$ cat config.mk
export PLATFORM = sky130hd
export DESIGN_NAME = pwm_fade_ctrl_flat
export DESIGN_NICKNAME = d
export VERILOG_FILES = /design/src/rtl/pwm_fade_ctrl_if.sv /design/src/rtl/pwm_fade_ctrl.sv /design/src/flat_wrapper.sv
export SDC_FILE = /design/constraint.sdc
export NUM_CORES = 1
export LEC_CHECK = 0
export ABC_CLOCK_PERIOD_IN_PS = 5300
export CORE_MARGIN = 10
export CORE_UTILIZATION = 53
export DETAILED_ROUTE_END_ITERATION = 16
export PLACE_DENSITY = 0.72
export SYNTH_ARGS = -nofsm -noshare
export SYNTH_HDL_FRONTEND = slang
export SYNTH_SLANG_ARGS = --single-unit
$ cat constraint.sdc
create_clock -name clk -period 5.3 [get_ports clk]
set_input_delay 1.06 -clock clk [delete_from_list [all_inputs] [get_ports clk]]
set_output_delay 1.06 -clock clk [all_outputs]
set_load 0.01 [all_outputs]
$ cat src/rtl/pwm_fade_ctrl_if.sv
// ---------------------------------------------------------------------------
// pwm_fade_ctrl_if
// Configuration write channel of the PWM fade controller: a valid/ready
// handshake carrying a 4-bit register address and a DW-bit data word.
//
// Signals
//   cfg_valid  master -> slave  write request
//   cfg_ready  slave  -> master write accepted when cfg_valid & cfg_ready
//   cfg_addr   master -> slave  register address
//   cfg_data   master -> slave  write data (DW bits)
//
// Modports
//   master : register/config master side
//   slave  : pwm_fade_ctrl side
// ---------------------------------------------------------------------------
interface pwm_fade_ctrl_if #(
    parameter int DW = 8
);
    logic          cfg_valid;
    logic          cfg_ready;
    logic [3:0]    cfg_addr;
    logic [DW-1:0] cfg_data;

    modport master (
        output cfg_valid,
        output cfg_addr,
        output cfg_data,
        input  cfg_ready
    );

    modport slave (
        input  cfg_valid,
        input  cfg_addr,
        input  cfg_data,
        output cfg_ready
    );
endinterface

$ cat src/rtl/pwm_fade_ctrl.sv
// ---------------------------------------------------------------------------
// pwm_fade_ctrl
// Fade/ramp controller for NCH PWM channels. Each channel holds a target duty
// and a live duty; the live duty slews toward the target by 'step' once every
// (rate+1) PWM periods. Live duty only changes on a period boundary, so the
// downstream PWM instances never see a glitched period.
//
// Parameters
//   NCH  number of channels (1..8)
//   DW   duty / phase-counter width, PWM period = 2**DW clk cycles
//
// Ports
//   clk       clock
//   rst       synchronous active-high reset
//   cfg       pwm_fade_ctrl_if.slave config write channel
//             addr 0..NCH-1 : target[ch], NCH : step, NCH+1 : rate,
//             anything else accepted and ignored
//   duty      live duty per channel, ch0 in [DW-1:0]
//   busy      bit ch high while duty[ch] != target[ch]
//   sync_out  high in the cycle where the phase counter is 0
//   irq       (only with PWM_FADE_IRQ_EN) one-cycle pulse after all
//             fades complete
//
// Build option
//   PWM_FADE_IRQ_EN : adds the irq output and its logic.
// ---------------------------------------------------------------------------
module pwm_fade_ctrl #(
    parameter int NCH = 4,
    parameter int DW  = 8
) (
    input  logic              clk,
    input  logic              rst,
    pwm_fade_ctrl_if.slave    cfg,
    output logic [NCH*DW-1:0] duty,
    output logic [NCH-1:0]    busy,
    output logic              sync_out
`ifdef PWM_FADE_IRQ_EN
    ,
    output logic              irq
`endif
);

    localparam logic [3:0]    ADDR_STEP  = 4'(NCH);
    localparam logic [3:0]    ADDR_RATE  = 4'(NCH + 1);
    localparam logic [DW-1:0] PHASE_LAST = {DW{1'b1}};

    typedef enum logic {IDLE, RAMP} ch_state_t;

    logic [DW-1:0] phase;
    logic [DW-1:0] div;
    logic [DW-1:0] step;
    logic [DW-1:0] rate;
    logic [DW-1:0] target   [NCH];
    logic [DW-1:0] duty_r   [NCH];
    logic [DW-1:0] target_n [NCH];
    logic [DW-1:0] duty_n   [NCH];
    ch_state_t     state    [NCH];

    logic boundary;
    logic wr;
    logic upd;

    // One slew step from cur toward tgt. The distance is taken in DW+1 bits
    // so the result can neither overshoot the target nor wrap around.
    function automatic logic [DW-1:0] slew(input logic [DW-1:0] cur,
                                           input logic [DW-1:0] tgt,
                                           input logic [DW-1:0] stp);
        logic [DW:0] d;
        if (tgt >= cur)
            d = {1'b0, tgt} - {1'b0, cur};
        else
            d = {1'b0, cur} - {1'b0, tgt};
        if (stp == '0 || d <= {1'b0, stp})
            return tgt;
        else if (tgt > cur)
            return cur + stp;
        else
            return cur - stp;
    endfunction

    // Writes are refused in the boundary cycle, so a config write can never
    // land in the same cycle as a duty update.
    assign boundary      = (phase == PHASE_LAST);
    assign cfg.cfg_ready = ~boundary;
    assign wr            = cfg.cfg_valid & ~boundary;
    assign upd           = boundary & (div == rate);

    // Next target/duty per channel. The update uses the registered target;
    // since writes and updates are mutually exclusive that is always current.
    always_comb begin
        for (int ch = 0; ch < NCH; ch++) begin
            target_n[ch] = target[ch];
            duty_n[ch]   = duty_r[ch];
            if (wr && cfg.cfg_addr == 4'(ch))
                target_n[ch] = cfg.cfg_data;
            if (upd)
                duty_n[ch] = slew(duty_r[ch], target[ch], step);
        end
    end

    // Phase counter, period divider, config registers and per-channel
    // IDLE/RAMP state. sync_out mirrors "phase == 0" one cycle registered,
    // which is why it comes out of reset high: phase is 0 there too.
    always_ff @(posedge clk) begin
        if (rst) begin
            phase    <= '0;
            div      <= '0;
            step     <= DW'(1);
            rate     <= '0;
            sync_out <= 1'b1;
            for (int ch = 0; ch < NCH; ch++) begin
                target[ch] <= '0;
                duty_r[ch] <= '0;
                state[ch]  <= IDLE;
            end
        end else begin
            phase    <= phase + 1'b1;
            sync_out <= boundary;
            if (boundary)
                div <= (div == rate) ? '0 : div + 1'b1;
            if (wr && cfg.cfg_addr == ADDR_STEP)
                step <= cfg.cfg_data;
            if (wr && cfg.cfg_addr == ADDR_RATE) begin
                rate <= cfg.cfg_data;
                div  <= '0;
            end
            for (int ch = 0; ch < NCH; ch++) begin
                target[ch] <= target_n[ch];
                duty_r[ch] <= duty_n[ch];
                state[ch]  <= (duty_n[ch] != target_n[ch]) ? RAMP : IDLE;
            end
        end
    end

    for (genvar g = 0; g < NCH; g++) begin : g_out
        assign duty[g*DW +: DW] = duty_r[g];
        assign busy[g]          = (state[g] == RAMP);
    end

`ifdef PWM_FADE_IRQ_EN
    logic [NCH-1:0] busy_n;
    logic           irq_arm;

    // Busy pattern that will be visible next cycle.
    always_comb begin
        busy_n = '0;
        for (int ch = 0; ch < NCH; ch++)
            busy_n[ch] = (duty_n[ch] != target_n[ch]);
    end

    // Only an update that finishes the last active fade arms the interrupt;
    // a retarget onto the current duty clears busy without an update and so
    // stays silent. irq follows one cycle after busy reads all-zero.
    always_ff @(posedge clk) begin
        if (rst) begin
            irq_arm <= 1'b0;
            irq     <= 1'b0;
        end else begin
            irq_arm <= upd && (busy != '0) && (busy_n == '0);
            irq     <= irq_arm;
        end
    end
`endif

endmodule
$ cat src/flat_wrapper.sv
// flat-port wrapper written by rule: the top's interface ports become plain ports
module pwm_fade_ctrl_flat 
#(
    parameter int NCH = 4,
    parameter int DW  = 8
)
  (clk, rst, duty, busy, sync_out, cfg_cfg_valid, cfg_cfg_addr, cfg_cfg_data, cfg_cfg_ready);
  pwm_fade_ctrl_if #(.DW(DW)) cfg_i ();
  input  logic clk;
  input  logic rst;
  output logic [NCH*DW-1:0] duty;
  output logic [NCH-1:0] busy;
  output logic sync_out;
  input wire logic [$bits(cfg_i.cfg_valid)-1:0] cfg_cfg_valid;
  input wire logic [$bits(cfg_i.cfg_addr)-1:0] cfg_cfg_addr;
  input wire logic [$bits(cfg_i.cfg_data)-1:0] cfg_cfg_data;
  output wire logic [$bits(cfg_i.cfg_ready)-1:0] cfg_cfg_ready;
  assign cfg_i.cfg_valid = cfg_cfg_valid;
  assign cfg_i.cfg_addr = cfg_cfg_addr;
  assign cfg_i.cfg_data = cfg_cfg_data;
  assign cfg_cfg_ready = cfg_i.cfg_ready;
  pwm_fade_ctrl #(.NCH(NCH), .DW(DW)) u_core (.clk(clk), .rst(rst), .cfg(cfg_i), .duty(duty), .busy(busy), .sync_out(sync_out));
endmodule
==> results of run 1 <==
[where the power goes]
part	switching (mW)	internal, mW	total [mW]
registers	0.00966	0.768	0.777
clock network	0.329	0.375	0.704
logic	0.285	0.255	0.540
[routing by layer]
| metal | vias to the layer above | GRT usage | wire length, microns |
|---|---|---|---|
| met5 | - | 0 | 0 |
| met4 | 0 | 0.05205 | 604 |
| met3 | 47 | 0.04587 | 1772 |
| met2 | 268 | 0.3787 | 13200 |
| met1 | 4143 | 0.2816 | 12280 |
| li1 | 4301 | - | - |
[repair_timing]
item / 4_1_cts / 5_1_grt
gates resized for setup: 0 / 18
endpoints found under the setup margin: 0 / 3
setup buffers: 0 / 4
[cells by family after synthesis]
family / count (synthesis)
mux: 110
fa+ha+maj: 139
simple gates: 325
compound gates: 255
flops: 101
xor+xnor: 118
buf+inv: 158
[state kept, by name (all words and copies together), names as in the netlist]
register / cells
u_core.step: 8
u_core.state: 4
u_core.sync_out: 1
u_core.rate: 8
u_core.div: 8
u_core.phase: 8
u_core.target: 32
u_core.duty_r: 32
[worst max path at each step]
stage                                    start                         end  slack [ps]  cells after the start
2_1_floorplan   u_core.duty_r[0][9]$_SDFF_PP0_  u_core.state[1]$_SDFF_PP0_         560                     21
3_3_place_gp    u_core.duty_r[0][1]$_SDFF_PP0_  u_core.state[0]$_SDFF_PP0_         210                     19
3_5_place_dp    u_core.duty_r[0][1]$_SDFF_PP0_  u_core.state[0]$_SDFF_PP0_         130                     19
4_1_cts         u_core.duty_r[0][1]$_SDFF_PP0_  u_core.state[0]$_SDFF_PP0_         110                     19
5_1_grt        u_core.duty_r[0][25]$_SDFF_PP0_  u_core.state[3]$_SDFF_PP0_           9                     22
6_report       u_core.duty_r[0][25]$_SDFF_PP0_  u_core.state[3]$_SDFF_PP0_         340                     22
[synthesized netlist by cell type (all sizes together), types with 6 or more instances]
library cell / n / area, sq um
a211oi: 13 / 97.59
a21o: 50 / 375.4
a21oi: 62 / 332.8
a31oi: 11 / 68.82
and2: 7 / 43.79
and3: 7 / 43.79
buf: 39 / 259.0
clkbuf: 15 / 56.30
dfxtp: 101 / 2022
fa: 12 / 240.2
ha: 127 / 1589
inv: 104 / 390.4
mux2: 14 / 168.9
mux2i: 96 / 977.2
nand2: 42 / 160.2
nand2b: 12 / 82.58
nand3: 22 / 115.1
nand4: 16 / 100.1
nor2: 139 / 524.3
nor2b: 18 / 112.6
nor3: 23 / 131.4
nor4: 9 / 56.30
o211ai: 16 / 143.9
o21a: 8 / 67.56
o21ai: 43 / 222.7
o22ai: 8 / 56.30
or2: 11 / 68.81
or3: 6 / 37.54
xnor2: 70 / 613.1
xor2: 46 / 402.9
[area by class of cell]
type                            instances  area (sq um)
Clock buffer                           10         229.0
Clock inverter                          6         76.32
Fill cell                            1723          7447
Inverter                              104         390.4
Multi-Input combinational cell        947          7512
Sequential cell                       101          2027
Tap cell                              234         292.8
Timing Repair Buffer                   87         793.3
[per-stage QoR]
stage	area (sq um)	worst slack (ps)	total power, mW	util
after floorplan	10180	557.6	1.198	-
after global placement	10920	212.2	1.296	0.5820
after detailed placement	10920	126.5	1.305	0.5820
after CTS	11230	110.3	2.004	0.5983
after global routing	11320	8.833	2.111	0.6032
final	11320	338.9	2.022	0.6032
==> results.yml, run 1 <==
drt:
  firstDrtPassIters: 5
  finalWirelength_microns: 27860
  avgRoutedWirePerCell_microns: 18.71
  drc: 0
  drt-initial-drc-count: 769
  final_antenna_net_count: 0
  viasPerCell: 5.882
  dr_total_vias: 8759
worst_hold_path:
  worstHoldStart: "u_core.phase[0]$_SDFF_PP0_"
  holdPathStages: 1
  min_path_type: "flip-flop to flip-flop"
  hold_end: "u_core.phase[0]$_SDFF_PP0_"
timing:
  holdWs_ps: 451.9
  grt_setup_unrepaired: "false"
  drv_slew: 0
  setup_viol: 0
  min_period_over_period: 0.9361
  timing.slew.headroom: 0.3159
  setup_tns_ps: 0
  hold_viol_final: 0
  min_period_ps: 4961
  tightestPinTransition_ps: 1026
  skew_ps: 11.20
  fmax_ghz: 0.2016
clocking:
  cts.sinks: 101
  cts.path.max_buffers: 2
  insertion_delay_ps: 370
  clk_pin_slew_ps: 80
  cts_tree: "yes"
  clockRootBuffer: "clkbuf_16"
  cts_hold_buf: 0
  htree_levels: 3
  cts_made_buffers: 9
critical_path:
  crit_buf_inv: 2
  r2r_start: "u_core.duty_r[0][25]$_SDFF_PP0_"
  path_max_fanout: 11
  start_kind: "flip-flop"
  critPathTopFamily: "compound AO/OA/AOI/OAI gates"
  slowest_stage: "dfxtp_1"
  crit_chain: "inv_1 -> ha_1 -> nor2b_1 -> o31a_2 -> o31ai_4 -> nand2_1 -> a211oi_1 -> a31oi_1 -> a221oi_1 -> o21ai_0 -> xor2_1 -> ha_1 -> a21oi_1 -> nor4b_2 -> a211oi_1 -> o31ai_2 -> buf_12 -> mux2_1 -> mux2i_2 -> xor2_1 -> nor4_2 -> a31oi_1"
  rrSetupSlack_ps: 340
  criticalPathCategory: "flip-flop to flip-flop"
  r2r_cells: 22
  crit_arrival_ps: 5170
  reg2reg_to: "u_core.state[3]$_SDFF_PP0_"
  crit_required_ps: 5510
  worstSetupEndpointType: "flip-flop"
  max_stage_delay_ps: 330
logic_synthesis:
  yosys_most_used_dff: "dfxtp_1"
  synth.area.mux_share: 0.1126
  ys_types: 86
  yosysSeqAreaShare: 0.1987
  synth-xor-area-share: 0.1043
  synthCells: 1206
  synthAdderAreaFrac: 0.1798
  synth.cell_area_sq_mm: 0.01018
  ys_ff_latch: 101
  synthSimpleGateAreaFrac: 0.1568
  syn_area_per_cell_sq_um: 8.438
  yosysWarnings: 0
  synth_top_family_by_area: "adder cells"
  syn_nets: 1360
  synth_edf_count: 0
  synth-compound-area-share: 0.1785
  async_flop_share: 0
floorplanning:
  start_util: 0.5422
  core-area_sq_mm: 0.01877
  fp-row-count: 50
  die_w_microns: 158.6
  num_io_pins: 53
  die_area_sq_mm: 0.02514
  die_h_microns: 158.6
global_routing:
  grt-ovfl-total: 0
  grt_pass1_wl_microns: 44550
  antenna_found_initial: 0
  grtUsageTotal: 0.2226
  grt_pass1_vias: 8572
  grt_max_degree: 95
job:
  drv_cap: 0
place:
  dp_hpwl_microns: 21290
  dpl.cell_count: 1469
  port_buffers: 52
  finalWeightedCongestion: 0.9536
pwr:
  vdd_drop_max_uv: 205.5
  powerDensity_mw_per_mm2: 178.6
  leakage_nw: 4.889
finish:
  final_common_cell: "nor2_1"
  diodes: 0
  nNetsFinal: 1404
  final_cells: 1489
  drive_gt1_frac: 0.09641
  final_cell_mix: "nor2_1, ha_1, inv_1, dfxtp_1, mux2i_1"
  synthToLayoutAreaGrowth_pct: 11.25
outcome:
  status: "completed"
No activity file was read; power rests on OpenSTA's default activity.
==> run 2, diff against run 1 <==
--- a/config.mk
+++ b/config.mk
@@ -13,3 +13,4 @@
 export SYNTH_ARGS = -nofsm -noshare
 export SYNTH_HDL_FRONTEND = slang
 export SYNTH_SLANG_ARGS = --single-unit
+export TNS_END_PERCENT = 30
==> results of run 2 <==
No change in the layout: final DEF, timing and power equal those of run 1.
==> run 3, diff against run 2 <==
--- a/config.mk
+++ b/config.mk
@@ -10,7 +10,8 @@
 export CORE_UTILIZATION = 53
 export DETAILED_ROUTE_END_ITERATION = 16
 export PLACE_DENSITY = 0.72
+export SETUP_SLACK_MARGIN = 0.3
 export SYNTH_ARGS = -nofsm -noshare
 export SYNTH_HDL_FRONTEND = slang
 export SYNTH_SLANG_ARGS = --single-unit
-export TNS_END_PERCENT = 30
+export TNS_END_PERCENT = 5
==> results.yml, run 3 (synthesis results as in run 1) <==
pwr:
  vdd_drop_max_uv: 205.2
  p_sw_mw: 0.6372
  swShare: 0.3077
  leakage_nw: 4.980
  intPower_mw: 1.434
  p_seq_frac: 0.375
  pwr-share-comb: 0.285
  powerDensity_mw_per_mm2: 179.4
  clockPowerShare: 0.339
place:
  finalWeightedCongestion: 0.9536
  dpl-instance-area_sq_mm: 0.01092
  dp_hpwl_microns: 21290
  port_buffers: 52
critical_path:
  slowest_stage: "or3_1"
  path_max_fanout: 10
  crit_arrival_ps: 4970
  crit_chain: "inv_1 -> ha_1 -> nor2b_1 -> o31a_2 -> o31ai_4 -> nand2_2 -> buf_4 -> mux2i_2 -> xnor2_1 -> ha_1 -> a211oi_1 -> o22ai_1 -> nor4b_4 -> a211oi_1 -> or3_1 -> o31ai_1 -> mux2_1 -> nand4_1 -> nor4_2 -> a31oi_1"
  worstSetupEndpointType: "flip-flop"
  start_kind: "flip-flop"
  reg2reg_to: "u_core.state[3]$_SDFF_PP0_"
  r2r_start: "u_core.duty_r[0][25]$_SDFF_PP0_"
  crit_required_ps: 5500
  r2r_cells: 20
  criticalPathCategory: "flip-flop to flip-flop"
  max_stage_delay_ps: 450
  rrSetupSlack_ps: 530
timing:
  skew_ps: 8.033
  min_period_ps: 4768
  grt_setup_unrepaired: "true"
  hold_viol_final: 0
  drv_slew: 0
  min_period_over_period: 0.8996
  tightestPinTransition_ps: 1045
  setup_viol: 0
  setup_tns_ps: 0
  timing.slew.headroom: 0.3033
  fmax_ghz: 0.2097
worst_hold_path:
  holdPathStages: 1
  hold_end: "u_core.phase[0]$_SDFF_PP0_"
  min_path_type: "flip-flop to flip-flop"
  worstHoldStart: "u_core.phase[0]$_SDFF_PP0_"
finish:
  drive_gt1_frac: 0.1205
  utilization: 0.6149
  top_regs: "u_core.duty_r (32), u_core.target (32)"
  diodes: 0
  final_cell_mix: "nor2_1, ha_1, inv_1, dfxtp_1, mux2i_1"
  multiInputGateArea_sq_mm: 0.007606
  final.fill_count: 1707
  final_area_sq_mm: 0.01154
  final_common_cell: "nor2_1"
  synthToLayoutAreaGrowth_pct: 13.40
  regArea_sq_mm: 0.002034
  nNetsFinal: 1419
clocking:
  clk_pin_slew_ps: 80
  htree_levels: 3
  cts_made_buffers: 9
  cts.sinks: 101
  cts.path.max_buffers: 2
  clockRootBuffer: "clkbuf_16"
  insertion_delay_ps: 360
  cts_tree: "yes"
drt:
  viasPerCell: 5.882
  avgRoutedWirePerCell_microns: 18.72
  final_antenna_net_count: 0
  drt-initial-drc-count: 767
  drc: 0
  firstDrtPassIters: 5
  dr_total_vias: 8847
  finalWirelength_microns: 28150
global_routing:
  antenna_found_initial: 0
  grt_max_degree: 95
  grt-ovfl-total: 0
  grt_pass1_vias: 8618
  grtUsageTotal: 0.2235
  grt_pass1_wl_microns: 44730
floorplanning:
  die_area_sq_mm: 0.02514
  die_w_microns: 158.6
  die_h_microns: 158.6
  fp-row-count: 50
  start_util: 0.5422
  core-area_sq_mm: 0.01877
  num_io_pins: 53
job:
  drv_cap: 0
outcome:
  status: "completed"
## run 3: cell count changes in the layout (fill, tap and decap cells not counted), sizes merged
cell    previous run  this run
buf               36        50
clkbuf            10        11
## run 3: critical path: cells and delay by family, from the launching register on
family,cells,cell delay [ps]
fa+ha+maj,2,600
compound gates,7,1440
xor+xnor,1,160
mux,2,380
simple gates,6,1410
buf+inv,2,260
flops,1,330
## run 3: how the worst max path moves through the flow
stage	startpoint	slack, ps	endpoint
after floorplan	u_core.duty_r[0][9]$_SDFF_PP0_	560	u_core.state[1]$_SDFF_PP0_
after global placement	u_core.duty_r[0][1]$_SDFF_PP0_	210	u_core.state[0]$_SDFF_PP0_
after detailed placement	u_core.duty_r[0][1]$_SDFF_PP0_	130	u_core.state[0]$_SDFF_PP0_
after CTS	u_core.duty_r[0][21]$_SDFF_PP0_	260	u_core.state[2]$_SDFF_PP0_
after global routing	u_core.duty_r[0][4]$_SDFF_PP0_	270	u_core.state[0]$_SDFF_PP0_
final	u_core.duty_r[0][25]$_SDFF_PP0_	530	u_core.state[3]$_SDFF_PP0_
## run 3: layout make-up
| type | count | share of cell area |
|---|---|---|
| Clock buffer | 10 | 0.01984 |
| Clock inverter | 6 | 0.006614 |
| Inverter | 104 | 0.03383 |
| Multi-Input combinational cell | 947 | 0.6591 |
| Sequential cell | 101 | 0.1763 |
| Tap cell | 234 | 0.02537 |
| Timing Repair Buffer | 102 | 0.07893 |
## run 3: metrics by stage
stage | setup slack, ps | power (mW) | instances | hold WS [ps]
6_report | 532.0 | 2.071 | 1504 | 451.8
5_1_grt | 266.1 | 2.163 | 1504 | 475.8
4_1_cts | 258.9 | 2.025 | 1490 | 457.3
3_5_place_dp | 126.5 | 1.305 | 1469 | 439.6
3_3_place_gp | 212.2 | 1.296 | 1469 | 426.7
2_1_floorplan | 557.6 | 1.198 | 1206 | 417.9
## run 3: what timing repair did
item	CTS	global route
hold buffers	0	0
setup buffers	5	14
gates resized for setup	4	38
pin swaps	0	8
setup endpoints to repair	3	7
cloned	0	0
## run 3: power by group through the flow
stage	clock, mW	combinational (mW)	sequential [mW]
2_1_floorplan	0	0.407	0.791
5_1_grt	0.747	0.638	0.778
6_report	0.703	0.591	0.777
4_1_cts	0.712	0.536	0.777
3_3_place_gp	0	0.501	0.795
3_5_place_dp	0	0.510	0.795
## run 3: metal layers
| layer | wire [microns] | up-vias | share of wire | track usage |
|---|---|---|---|---|
| met3 | 1775 | 43 | 0.063 | 0.04668 |
| met4 | 565 | 0 | 0.020 | 0.05382 |
| met1 | 12280 | 4215 | 0.44 | 0.2818 |
| met2 | 13530 | 260 | 0.48 | 0.3805 |
| li1 | - | 4329 | - | - |
| met5 | 0 | - | 0 | 0 |
